`src/rtl/mw_exp_table.sv`:
```
// rtl/mw_exp_table.sv - expected-store table with per-entry comparators
// Ports:
//   clk          clock
//   we           write enable (already qualified by the caller)
//   idx          entry index to write
//   addr, data   entry contents to write
//   cmp_addr     observed store address
//   cmp_data     observed store data
//   addr_match   per-entry address equality
//   full_match   per-entry address and data equality
// Contents are intentionally not reset so a program survives reset.
module mw_exp_table #(
   parameter int ADDR_W = 32,
   parameter int DATA_W = 32,
   parameter int N_EXP  = 8,
   parameter int IW     = 3
) (
   input  logic              clk,
   input  logic              we,
   input  logic [IW-1:0]     idx,
   input  logic [ADDR_W-1:0] addr,
   input  logic [DATA_W-1:0] data,
   input  logic [ADDR_W-1:0] cmp_addr,
   input  logic [DATA_W-1:0] cmp_data,
   output logic [N_EXP-1:0]  addr_match,
   output logic [N_EXP-1:0]  full_match
);

   logic [ADDR_W-1:0] addr_mem [N_EXP];
   logic [DATA_W-1:0] data_mem [N_EXP];

   // Indices beyond the table (non-power-of-two depth) are dropped.
   always_ff @(posedge clk) begin
      if (we && (int'(idx) < N_EXP)) begin
         addr_mem[idx] <= addr;
         data_mem[idx] <= data;
      end
   end

   for (genvar i = 0; i < N_EXP; i++) begin : g_cmp
      assign addr_match[i] = (addr_mem[i] == cmp_addr);
      assign full_match[i] = addr_match[i] && (data_mem[i] == cmp_data);
   end

endmodule

```
`config.mk`:
```
export PLATFORM = sky130hd
export DESIGN_NAME = mw_exp_table
export DESIGN_NICKNAME = d
export VERILOG_FILES = /design/src/rtl/mw_exp_table.sv
export SDC_FILE = /design/constraint.sdc
export NUM_CORES = 1
export LEC_CHECK = 0
export ABC_CLOCK_PERIOD_IN_PS = 9300
export CORE_ASPECT_RATIO = 1.75
export CORE_MARGIN = 10
export CORE_UTILIZATION = 63
export DETAILED_ROUTE_END_ITERATION = 8
export PLACE_DENSITY = 0.87
export SLEW_MARGIN = 20
export SYNTH_ARGS = -nofsm -noshare
export SYNTH_HDL_FRONTEND = slang
export SYNTH_SLANG_ARGS = --single-unit
```
`constraint.sdc`:
```
create_clock -name clk -period 9.3 [get_ports clk]
set_input_delay 1.395 -clock clk [delete_from_list [all_inputs] [get_ports clk]]
set_output_delay 1.395 -clock clk [all_outputs]
set_load 0.02 [all_outputs]
```
==> flow_summary.ini <==
[placed_design]
dpl_cell_area_mm2 = 0.0233
place_congestion = 0.861
dpl.cell_count = 1825
hpwl_um = 31300
io_buffer_count = 148

[routing]
wl_um = 46900
ant_nets = 0
drc = 0
firstDrtPassIters = 6
drtIter0Drc = 806
vias_per_cell = 5.73
vias = 10900
post_drt_wl_per_cell_um = 24.7

[floorplanning]
placementRows = 89
coreArea_mm2 = 0.0337
ios = 149
start_util_pct = 63.7
fp.dieW_um = 160
die-area_mm2 = 0.0422
dieHeight_um = 264

[yosys]
synth.top_cells.by_count = edfxtp_1 (512), xor2_1 (512), nor4_1 (121)
synth.avg_cell_area_um2 = 16.8
synth_edf_count = 512
ys_warn_count = 0
async_flop_share_pct = 0
ys_seq_elements = 512
syn_nets = 1410
syn_inst = 1277
synth_cell_types = 12
dominantRegCellSynth = edfxtp_1
netlist_top_cells_area = edfxtp_1 (72%), xor2_1 (21%), nor4_1 (3.5%), buf_2 (1.1%), nand4_1 (0.93%)
synth_area_mm2 = 0.0215
synth_top_cell_area_share_pct = 71.5
ys_seq_area_share_pct = 71.5
synth.largest_area_cell = edfxtp_1

[run_status]
outcome = completed

[sta]
hold_viol = 0
setup-violations-final = 0
layout_min_cycle_time_ns = 5.87
max_slew_margin_pct = 27.8
rsz0062_at_grt = false
worstMarginPinSlew_ns = 1.08
max_freq_mhz = 170
fin_crit_sh_pct = 63.1
slew_violations = 0
finalSetupTns_ns = 0

[clock_network]
cts_tree = built
clk_pin_slew_ns = 0.06
root_buffer = clkbuf_16
cts.hold.buffers_added = 0
ctsResizeCount = 0
cts_sinks = 512
cts_buffers = 42
cts_setup_buffers = 0
cts_buffer_depth = 3
htreeDepth = 2

[grt]
grt_usage_pct = 22.0
antenna_found_initial = 2
grt_pass1_wl_um = 70300
gr-total-overflow = 0
grt_pass1_vias = 11600
grt_max_degree = 65

[power]
leakagePower_nw = 8.24
powerDensity_mw_per_mm2 = 193
ir_worst_vdd_v = 0.000155

[worst_hold_path]
hold_class = primary input to flop

[finish]
nNetsFinal = 1547
finalNonFillerCells = 1902
stdcell_area_mm2 = 0.0247
area_growth_syn_to_layout_pct = 14.7
final_util_pct = 73.1
drive_gt1_share_pct = 6.36

[worst_setup_path]
critPathLaunchType = primary input
crit_type = primary input to primary output
cp.arrival_ns = 4.48
critPathRequiredTime_ns = 7.91
cp_max_fo = 8
end_kind = primary output

[flow_run]
maxCapViolCount = 0
## logic make-up after synthesis
kind of cell	Yosys count	synth area share, %
xor gates and xnor gates	512	20.9
DFF	512	71.5
buffers and inverters	64	1.87
and+or+nand+nor	189	5.74
## flip-flops by register name, indices dropped and copies added, names as in the netlist
signal	count
data_mem	256
addr_mem	256
## cell type report
class                           instances  area, µm²
Timing Repair Buffer                  157       1550
Clock buffer                           52       1150
Multi-Input combinational cell        701       5770
Fill cell                            1987       9080
Antenna cell                            1       2.50
Clock inverter                         24        240
Tap cell                              455        569
Sequential cell                       512      15400
## cells in the final DEF, fill, tap and decap left out, drive strengths merged
cell type      instances
nor2                  14
edfxtp               512
xor2                 512
nand4                 32
bufinv                 5
clkdlybuf4s50        148
clkbuf                52
nor3                   2
clkinvlp               1
nand2b                 3
buf                    9
clkinv                18
nor4                 136
diode                  1
nand2                  2
## critical path, stage by stage
cell and delay [ns]:
clkdlybuf4s50_1 0.64, xor2_1 0.26, nor4_1 0.75, nand4_1 0.34
nor4_2 0.40, clkdlybuf4s50_1 0.68
## stage by stage
step	total power [mW]	worst slack, ns	hold slack, ns
6_report	4.76	3.43	1.57
5_1_grt	4.89	3.31	1.59
3_3_place_gp	3.01	3.44	2.12
2_1_floorplan	2.89	2.81	1.49
3_5_place_dp	3.02	3.44	2.14
4_1_cts	4.78	3.43	1.55
## metal layers
| layer | track usage, % | share of wire, % |
|---|---|---|
| met5 | 0 | 0.028 |
| met4 | 8.72 | 3.7 |
| met3 | 3.35 | 5.6 |
| met2 | 40.8 | 56 |
| met1 | 24.7 | 35 |
## report_power, final
group / leakage, nW / switching, mW / internal, mW / total, mW
clock network: 0.683 / 0.766 / 1.02 / 1.79
registers: 4.65 / 0.0293 / 2.62 / 2.65
logic: 2.91 / 0.199 / 0.130 / 0.329
total: 8.24 / 0.994 / 3.77 / 4.76
## path summary, 6_finish.rpt
| kind | startpoint | slack, ns | cells past startpoint | endpoint |
|---|---|---|---|---|
| setup / recovery | cmp_addr[18] | 3.43 | 6 | full_match[1] |
| hold / removal | addr[5] | 1.57 | 1 | addr_mem[1][5] |
No activity file was read; power rests on OpenSTA's default activity.
